File: src/rtl/term_pkg.sv
// Shared constants and TX state encoding for the terminal byte path.
package term_pkg;

    localparam logic [7:0] ASCII_CR  = 8'h0D;
    localparam logic [7:0] ASCII_LF  = 8'h0A;
    localparam logic [7:0] ASCII_BS  = 8'h08;
    localparam logic [7:0] ASCII_DEL = 8'h7F;

    typedef enum logic [1:0] {
        StIdle,
        StLoad,
        StWait
    } tx_state_e;

endpackage

File: src/rtl/term_fifo.sv
// Byte FIFO with push, pop and tail delete (unpush); occupancy kept in a count register.
module term_fifo #(
    parameter int unsigned DEPTH = 16,
    parameter int unsigned CNT_W = $clog2(DEPTH) + 1
) (
    input  logic             clk,
    input  logic             rst_n,
    input  logic             i_push,
    input  logic [7:0]       i_data,
    input  logic             i_pop,
    input  logic             i_unpush,
    output logic [7:0]       o_data,
    output logic [CNT_W-1:0] o_count,
    output logic             o_full,
    output logic             o_empty
);

    localparam int unsigned ADDR_W = $clog2(DEPTH);

    logic [7:0]        mem_q [DEPTH];
    logic [ADDR_W-1:0] wr_ptr_q, wr_ptr_d;
    logic [ADDR_W-1:0] rd_ptr_q, rd_ptr_d;
    logic [CNT_W-1:0]  count_q, count_d;

    // Push and unpush are never requested together by the line discipline.
    always_comb begin
        wr_ptr_d = wr_ptr_q;
        rd_ptr_d = rd_ptr_q;
        count_d  = count_q;
        if (i_push) begin
            wr_ptr_d = wr_ptr_q + ADDR_W'(1);
            count_d  = count_d + CNT_W'(1);
        end
        if (i_unpush) begin
            wr_ptr_d = wr_ptr_q - ADDR_W'(1);
            count_d  = count_d - CNT_W'(1);
        end
        if (i_pop) begin
            rd_ptr_d = rd_ptr_q + ADDR_W'(1);
            count_d  = count_d - CNT_W'(1);
        end
    end

    always_ff @(posedge clk or negedge rst_n) begin
        if (!rst_n) begin
            wr_ptr_q <= '0;
            rd_ptr_q <= '0;
            count_q  <= '0;
        end else begin
            wr_ptr_q <= wr_ptr_d;
            rd_ptr_q <= rd_ptr_d;
            count_q  <= count_d;
        end
    end

    always_ff @(posedge clk) begin
        if (i_push) begin
            mem_q[wr_ptr_q] <= i_data;
        end
    end

    assign o_data  = mem_q[rd_ptr_q];
    assign o_count = count_q;
    assign o_full  = (count_q == CNT_W'(DEPTH));
    assign o_empty = (count_q == '0);

endmodule

File: src/rtl/term_linebuf.sv
// Terminal line buffer between UART RX and TX: line discipline, drop counter and TX handshake.
module term_linebuf
    import term_pkg::*;
#(
    parameter int unsigned DEPTH   = 16,
    parameter bit          CRLF_EN = 1'b1,
    parameter bit          BS_EN   = 1'b1,
    parameter int unsigned CNT_W   = $clog2(DEPTH) + 1
) (
    input  logic             clk,
    input  logic             rst_n,
    input  logic [7:0]       i_byte,
    input  logic             i_byte_v,
    output logic [7:0]       o_byte,
    output logic             o_byte_v,
    input  logic             i_tx_active,
    input  logic             i_tx_done,
    output logic [CNT_W-1:0] o_count,
    output logic             o_full,
    output logic             o_empty,
    output logic [7:0]       o_drop_cnt
);

    tx_state_e  state_q, state_d;
    logic [7:0] byte_q, byte_d;
    logic       byte_v_q, byte_v_d;
    logic       lf_pend_q, lf_pend_d;
    logic [7:0] drop_q, drop_d;
    logic [8:0] drop_sum;
    logic [1:0] drops;

    logic       push, pop, unpush;
    logic [7:0] push_data, rd_data;
    logic       is_cr, is_bs;

    term_fifo #(
        .DEPTH (DEPTH),
        .CNT_W (CNT_W)
    ) u_fifo (
        .clk      (clk),
        .rst_n    (rst_n),
        .i_push   (push),
        .i_data   (push_data),
        .i_pop    (pop),
        .i_unpush (unpush),
        .o_data   (rd_data),
        .o_count  (o_count),
        .o_full   (o_full),
        .o_empty  (o_empty)
    );

    // Line discipline; a pending LF owns the write port for one cycle.
    always_comb begin
        is_cr     = CRLF_EN && (i_byte == ASCII_CR);
        is_bs     = BS_EN && ((i_byte == ASCII_BS) || (i_byte == ASCII_DEL));
        push      = 1'b0;
        unpush    = 1'b0;
        push_data = i_byte;
        drops     = 2'd0;
        lf_pend_d = lf_pend_q;
        if (lf_pend_q) begin
            push_data = ASCII_LF;
            lf_pend_d = 1'b0;
            if (o_full) begin
                drops = drops + 2'd1;
            end else begin
                push = 1'b1;
            end
            if (i_byte_v) begin
                drops = drops + 2'd1;
            end
        end else if (i_byte_v) begin
            // Never delete the entry being popped this cycle.
            if (is_bs && !o_empty && !(pop && (o_count == CNT_W'(1)))) begin
                unpush = 1'b1;
            end else if (o_full) begin
                drops = 2'd1;
            end else begin
                push = 1'b1;
            end
            if (is_cr) begin
                lf_pend_d = 1'b1;
            end
        end
        drop_sum = {1'b0, drop_q} + {7'd0, drops};
        drop_d   = drop_sum[8] ? 8'hFF : drop_sum[7:0];
    end

    // The pop and output register load happen on the IDLE->LOAD edge, so the
    // strobe cycle already presents the byte.
    always_comb begin
        state_d  = state_q;
        byte_d   = byte_q;
        byte_v_d = 1'b0;
        pop      = 1'b0;
        unique case (state_q)
            StIdle: begin
                if (!o_empty && !i_tx_active) begin
                    pop      = 1'b1;
                    byte_d   = rd_data;
                    byte_v_d = 1'b1;
                    state_d  = StLoad;
                end
            end
            StLoad: state_d = StWait;
            StWait: begin
                if (i_tx_done) begin
                    state_d = StIdle;
                end
            end
            default: state_d = StIdle;
        endcase
    end

    always_ff @(posedge clk or negedge rst_n) begin
        if (!rst_n) begin
            state_q   <= StIdle;
            byte_q    <= 8'h00;
            byte_v_q  <= 1'b0;
            lf_pend_q <= 1'b0;
            drop_q    <= 8'h00;
        end else begin
            state_q   <= state_d;
            byte_q    <= byte_d;
            byte_v_q  <= byte_v_d;
            lf_pend_q <= lf_pend_d;
            drop_q    <= drop_d;
        end
    end

    assign o_byte     = byte_q;
    assign o_byte_v   = byte_v_q;
    assign o_drop_cnt = drop_q;

endmodule

File: config.mk
export PLATFORM = sky130hd
export DESIGN_NAME = term_linebuf
export DESIGN_NICKNAME = d
export VERILOG_FILES = /design/src/rtl/term_pkg.sv /design/src/rtl/term_fifo.sv /design/src/rtl/term_linebuf.sv
export SDC_FILE = /design/constraint.sdc
export NUM_CORES = 1
export LEC_CHECK = 0
export ABC_AREA = 1
export BUFFER_PORTS_ARGS = -buffer_cell sky130_fd_sc_hd__buf_4
export CAP_MARGIN = 10
export CELL_PAD_IN_SITES_DETAIL_PLACEMENT = 0
export CELL_PAD_IN_SITES_GLOBAL_PLACEMENT = 2
export CORE_MARGIN = 1
export CORE_UTILIZATION = 45
export DETAILED_ROUTE_END_ITERATION = 8
export GPL_ROUTABILITY_DRIVEN = 0
export GPL_TIMING_DRIVEN = 1
export HOLD_SLACK_MARGIN = 0.15
export PLACE_DENSITY = 0.83
export SETUP_SLACK_MARGIN = 0.05
export SYNTH_ARGS = -nofsm -noshare
export SYNTH_HDL_FRONTEND = slang
export SYNTH_SLANG_ARGS = --single-unit
File: constraint.sdc
create_clock -name clk -period 6.9 [get_ports clk]
set_input_delay 0.69 -clock clk [delete_from_list [all_inputs] [get_ports clk]]
set_output_delay 0.69 -clock clk [all_outputs]
set_load 0.02 [all_outputs]
Word level (Yosys, flattened, before mapping)
Memory sizes are Yosys's and may differ from the RTL's. A register that Yosys moved wholly into a read port is not among the register bits.
Cells that the tools add are included.
{ "op_classes": {"addsub": 8, "n_eq_ne": 9, "muxes": 30, "n_reduce_logical": 14} }
{ "ops": {"columns": ["op", "count"], "rows": [
  ["$eq A8 B4 Y1 const B", 2],
  ["$mux W8", 2],
  ["$mux W1", 15],
  ["$mux W5", 3],
  ["$mux W2", 7],
  ["$sub A5 B1 Y5 const B", 2],
  ["$add A8 B2 Y9", 1],
  ["$add A4 B1 Y4 const B", 2],
  ["$eq A8 B7 Y1 const B", 1],
  ["$mux W4", 2],
  ["$pmux W2 S3", 1],
  ["$add A5 B1 Y5 const B", 1],
  ["$eq A5 B1 Y1 const B", 1],
  ["$eq A5 B5 Y1 const B", 1],
  ["$logic_not A5 Y1", 1],
  ["$logic_and A1 B1 Y1", 4],
  ["$logic_not A1 Y1", 4],
  ["$ne A2 B2 Y1 const B", 2],
  ["$reduce_and A2 Y1", 2],
  ["$sub A4 B1 Y4 const B", 1],
  ["$add A2 B1 Y2 const B", 1],
  ["$eq A2 B1 Y1 const B", 1],
  ["$eq A2 B2 Y1 const B", 1],
  ["$logic_not A2 Y1", 1],
  ["other kinds (2)", 2]
]} }
{ "word_totals": {"regBits": 25, "ram_bits": 128, "in_bits": 13, "out_inout_bits": 24, "elab_cells": 69, "n_memories": 1} }
{ "mem_list": {"columns": ["name", "depth", "width", "read_ports", "rd_clocked_by_memory_dff", "write_ports", "line_no", "text"], "rows": [
  ["u_fifo.mem_q", 16, 8, 1, 1, 1, "term_fifo.sv:20", "logic [7:0] mem_q [DEPTH];"]
]} }

Depth between registers and ports, before layout
{ "logic_depth": {"ltp_word": 16, "depth_mapped": 24, "mapped_depth_nobuf": 24} }

By module
A second synthesis with hierarchy kept.
{ "hier_totals": {"hier_cells": 659, "hier_area_um2": 7245.7} }
{ "modules_own_cells": {"columns": ["mod", "n_inst", "cells_each", "area_per_inst_um2", "seq_area_each_um2"], "rows": [
  ["term_fifo", 1, 514, 6150.9, 4169.0],
  ["term_linebuf", 1, 145, 1094.8, 500.5]
]} }

Least setup slack after synthesis
Ideal clock, no wire load.
{ "synth_timing": {"path_type": "register to register", "startpoint": "reg u_fifo.count_q[0], in the netlist u_fifo.o_count[0]", "endpoint": "reg drop_q[6], in the netlist o_drop_cnt[6]", "setup_time_ns": 0.069, "arrival_time_ns": 2.801, "t_required_ns": 6.831, "path_slack_ns": 4.029, "path_stages_with_launch": 15, "path_buffers": 0, "period_less_slack_ns": 2.871, "path_cell_list": "dfrtp_1 inv_1 ha_1 nand3_2 inv_1 ha_1 nand2_1 o31ai_1 ha_1 inv_1 fa_1 nor2_1 nand4_1 or2_2 nand3_1"} }
{ "synth_via": {"elab_cells_between_ends": 20, "classes_between": "2 x add/sub; 2 x eq/ne; 9 x mux; 7 x reduce/logical"} }
{ "synth_rtl": {"columns": ["element", "line_no", "text"], "rows": [
  ["start: declaration", "term_fifo.sv:23", "logic [CNT_W-1:0] count_q, count_d;"],
  ["start signal: assignment", "term_fifo.sv:52", "count_q <= count_d;"],
  ["$eq A5 B5 Y1 (*)", "term_fifo.sv:64", "assign o_full = (count_q == CNT_W'(DEPTH));"],
  ["net o_full", "term_linebuf.sv:19", "output logic o_full,"],
  ["$mux W1 (*)", "term_linebuf.sv:64, term_linebuf.sv:76", null],
  ["$mux W2", "term_linebuf.sv:61", "if (lf_pend_q) begin"],
  ["$add A2 B1 Y2", "term_linebuf.sv:70", "drops = drops + 2'd1;"],
  ["$mux W2", "term_linebuf.sv:69", "if (i_byte_v) begin"],
  ["$mux W2 (*)", "term_linebuf.sv:61", null],
  ["$add A8 B2 Y9 (*)", "term_linebuf.sv:85", "drop_sum = {1'b0, drop_q} + {7'd0, drops};"],
  ["$mux W8 (*)", "term_linebuf.sv:86", "drop_d = drop_sum[8] ? 8'hFF : drop_sum[7:0];"],
  ["net drop_d[6]", "term_linebuf.sv:28", "logic [7:0] drop_q, drop_d;"],
  ["end signal: assignment", "term_linebuf.sv:127", "drop_q <= drop_d;"],
  ["end: declaration", "term_linebuf.sv:28", null]
]} }
The timed path passes the listed nets; every way through them passes the cells marked *. The select of a mux whose other input is x is not followed.
A chain may end at the register's enable or synchronous reset.

Worst setup path in the final report
{ "layout_timing": {"startpoint": "reg u_fifo.count_q[0], in the netlist u_fifo.o_count[0]", "endpoint": "reg drop_q[2], in the netlist o_drop_cnt[2]"} }
{ "layout_via": {"elab_chain_cells": 13, "elab_cells_between_ends": 20, "classes_between": "2 x add/sub; 2 x eq/ne; 9 x mux; 7 x reduce/logical"} }
{ "layout_rtl": {"columns": ["element", "line_no", "text"], "rows": [
  ["$logic_not A5 Y1", "term_fifo.sv:65", "assign o_empty = (count_q == '0);"],
  ["$logic_not A1 Y1", "term_linebuf.sv:74, term_linebuf.sv:98", null],
  ["$logic_and A1 B1 Y1", "term_linebuf.sv:98", "if (!o_empty && !i_tx_active) begin"],
  ["$mux W1", "term_linebuf.sv:98", null],
  ["$mux W1", "term_linebuf.sv:96", "unique case (state_q)"],
  ["$logic_and A1 B1 Y1", "term_linebuf.sv:74", "if (is_bs && !o_empty && !(pop && (o_count == CNT_W'(1)))) begin"],
  ["$logic_not A1 Y1", "term_linebuf.sv:74", null],
  ["$logic_and A1 B1 Y1", "term_linebuf.sv:74", null],
  ["$mux W2", "term_linebuf.sv:74", null],
  ["$mux W2", "term_linebuf.sv:72", "end else if (i_byte_v) begin"],
  ["$mux W2 (*)", "term_linebuf.sv:61", null],
  ["$add A8 B2 Y9 (*)", "term_linebuf.sv:85", null],
  ["$mux W8 (*)", "term_linebuf.sv:86", null],
  ["net drop_d[2]", "term_linebuf.sv:28", null]
]} }
Marked as above.

==> results.cfg <==
[routing]
vias_per_cell = 5.30
ant_nets = 0
vias = 4519
first_pass_iters = 5
remaining_drc_errors = 0
wirelength_um = 15400
drt_iter0_drc = 293
wl_per_cell_um = 18.0

[global_route]
grt_max_degree = 67
first_global_vias = 4345
grt_overflow = 0
grt_pass1_wl_um = 23800
grtUsageTotal = 0.203
antenna_found_initial = 0

[worst_hold_path]
min_path_type = in -> async

[synth]
synth_area_um2 = 7070
synthCells = 593
ys_seq_elements = 161
synthAdderAreaFrac = 0.0251
syn_nets = 619
avgSynthCellArea_um2 = 11.9
synth_top_family_by_area = simple AND/OR/NAND/NOR gates
synthXorXnorAreaFrac = 0.0124
synthSimpleGateAreaFrac = 0.136
ys_types = 37
yosysSeqAreaShare = 0.660
yosys_warnings = 0
synth_compound_area_frac = 0.0913
synth_mux_area_frac = 0.0340

[cts]
clk_pin_slew_ps = 60
cts-resized-gates = 0
cts_made_buffers = 17
cts_max_level = 4
root_buffer = clkbuf_16
clkLatencyLatePin_ps = 420
cts_buffer_depth = 2
cts_setup_buffers = 0
cts_tree = yes
cts_hold_buf = 0
cts_sinks = 161

[sta]
worst_slew_pin_slew_ps = 1380
maxSlewHeadroom = 0.0761
finalSetupViolCount = 0
rsz0062_at_grt = no
setup_ws_ps = 3840
post-route-period-util = 0.443
fmax_mhz = 327
finalMaxSlewViolations = 0
hold_viol = 0
finalClockSkew_ps = 10.2
setup_tns_ps = 0
fin_crit_ps = 3060

[power_and_ir_drop]
peakVddDrop_mv = 0.229
p_per_area_nw_per_um2 = 406
leakagePower_nw = 3.13

[critical_path]
startpoint_type = register
crit_path_end_kind = register
required_ps = 7240
path_class = reg -> reg
worst-endpoint-arrival_ps = 3400
critPathMaxFanout = 7

[layout]
nets = 654
area_growth_pct = 15.1
fillers = 1299
stdcell_count = 852
final_common_cell = edfxtp_1
diodes = 0
layout-drive-gt1-share = 0.154
layout_common_cells = 128 x edfxtp_1, 94 x nor2_1, 69 x nand2_1

[floorplanning]
placementRows = 45
dieArea_um2 = 16200
coreArea_um2 = 15300
dieHeight_um = 127
ios = 37
floorplan.initialDensity = 0.463
die_w_um = 127

[place]
dp_slack_ps = 3600
hpwlAfterDp_um = 9890
portBuffers = 36
place_inst = 819

[run]
cap_viol_max_count = 0

[outcome]
outcome = finished, final reports clean
-- report_power, final --
group	switching, mW	leakage [nW]	internal, mW
Clock	0.359	0.291	0.561
Combinational	0.691	1.29	0.359
Sequential	0.127	1.55	1.20
-- routing by layer --
layer	track usage	wire (µm)
met5	0	0
met4	0.0812	265
met3	0.0557	880
met2	0.330	7530
met1	0.258	6670
-- kinds of logic (layout without fill, tap and decap cells) --
logic type,count (synthesis),after routing
and+or+nand+nor,216,216
DFF,161,161
AOI/OAI and AO/OA,94,94
buffers and inverters,75,123
muxes,24,24
adders and majority gates,13,13
xor gates and xnor gates,10,10
-- worst paths after layout --
kind,startpoint,end,slack (ps),depth (start not counted)
setup / recovery,u_fifo.o_count[0],o_drop_cnt[2],3840,15
hold / removal,rst_n,u_fifo.o_count[2],220,1
setup reg to reg,u_fifo.o_count[0],o_drop_cnt[2],3840,15
hold reg to reg,state_q[1],state_q[1],520,1
max in group asynchronous,rst_n,u_fifo.rd_ptr_q[0],6300,1
min in group clk,i_byte[0],lf_pend_q,520,3
-- through the flow --
step                 util  hold slack (ps)  area (µm²)  total power [mW]
floorplan               -              394        7070              2.05
global placement    0.494              486        7530              2.39
detailed placement  0.494              508        7540              2.41
CTS                 0.533              234        8130              3.33
global route        0.533              245        8140              3.48
finish              0.533              223        8140              3.30
-- synthesized netlist by cell type --
cell,instances,area share
o31ai_1,1,0.0011
buf_1,2,0.0011
xnor2_1,1,0.0012
nand2_2,5,0.0044
nand4_1,4,0.0035
o211ai_1,10,0.011
o21ai_4,1,0.0023
clkinv_1,2,0.0011
inv_2,3,0.0016
buf_2,4,0.0028
inv_4,1,0.00089
nor3_1,3,0.0021
nand3_2,5,0.0071
nor4b_1,1,0.0012
xor2_1,9,0.011
nand2_1,69,0.037
nor2_2,4,0.0035
dfrtp_1,33,0.12
ha_1,11,0.019
mux2i_1,24,0.034
inv_1,44,0.023
nor2_4,1,0.0016
edfxtp_1,128,0.54
nand3_1,23,0.016
a21oi_2,1,0.0012
o32ai_1,10,0.012
o21a_1,1,0.0011
a21oi_1,1,0.00071
o21ai_1,1,0.00071
o21ai_0,38,0.027
nand2_4,5,0.0080
fa_1,2,0.0057
clkbuf_1,19,0.010
nor2_1,94,0.050
a31oi_1,8,0.0071
or2_2,2,0.0018
o221ai_1,22,0.027
-- sequential cells by signal, summed over array words and instances, names as in the netlist, 2 cells and up --
signal and count:
u_fifo.mem_q 128, o_byte 8, o_drop_cnt 8, u_fifo.o_count 5, u_fifo.rd_ptr_q 4, u_fifo.wr_ptr_q 4, state_q 2
-- critical path: stages (launching register included) --
cell,delay (ps)
dfrtp_1,510
inv_1,160
ha_1,260
nand3_2,150
inv_1,110
ha_1,280
nand2_1,50
o31ai_1,90
ha_1,220
inv_1,50
fa_1,380
nor2_1,180
nand4_1,140
nor2_1,110
nand2_1,150
o21ai_0,120
-- final cells by class --
class                           instances  area (µm²)  area share
Tap cell                              211         264      0.0324
Sequential cell                       161        4670       0.574
Timing Repair Buffer                   41         315      0.0387
Clock buffer                           23         478      0.0587
Clock inverter                          9         106      0.0131
Inverter                               50         190      0.0234
Multi-Input combinational cell        357        2110       0.260
(Power assumes the default switching activity.)
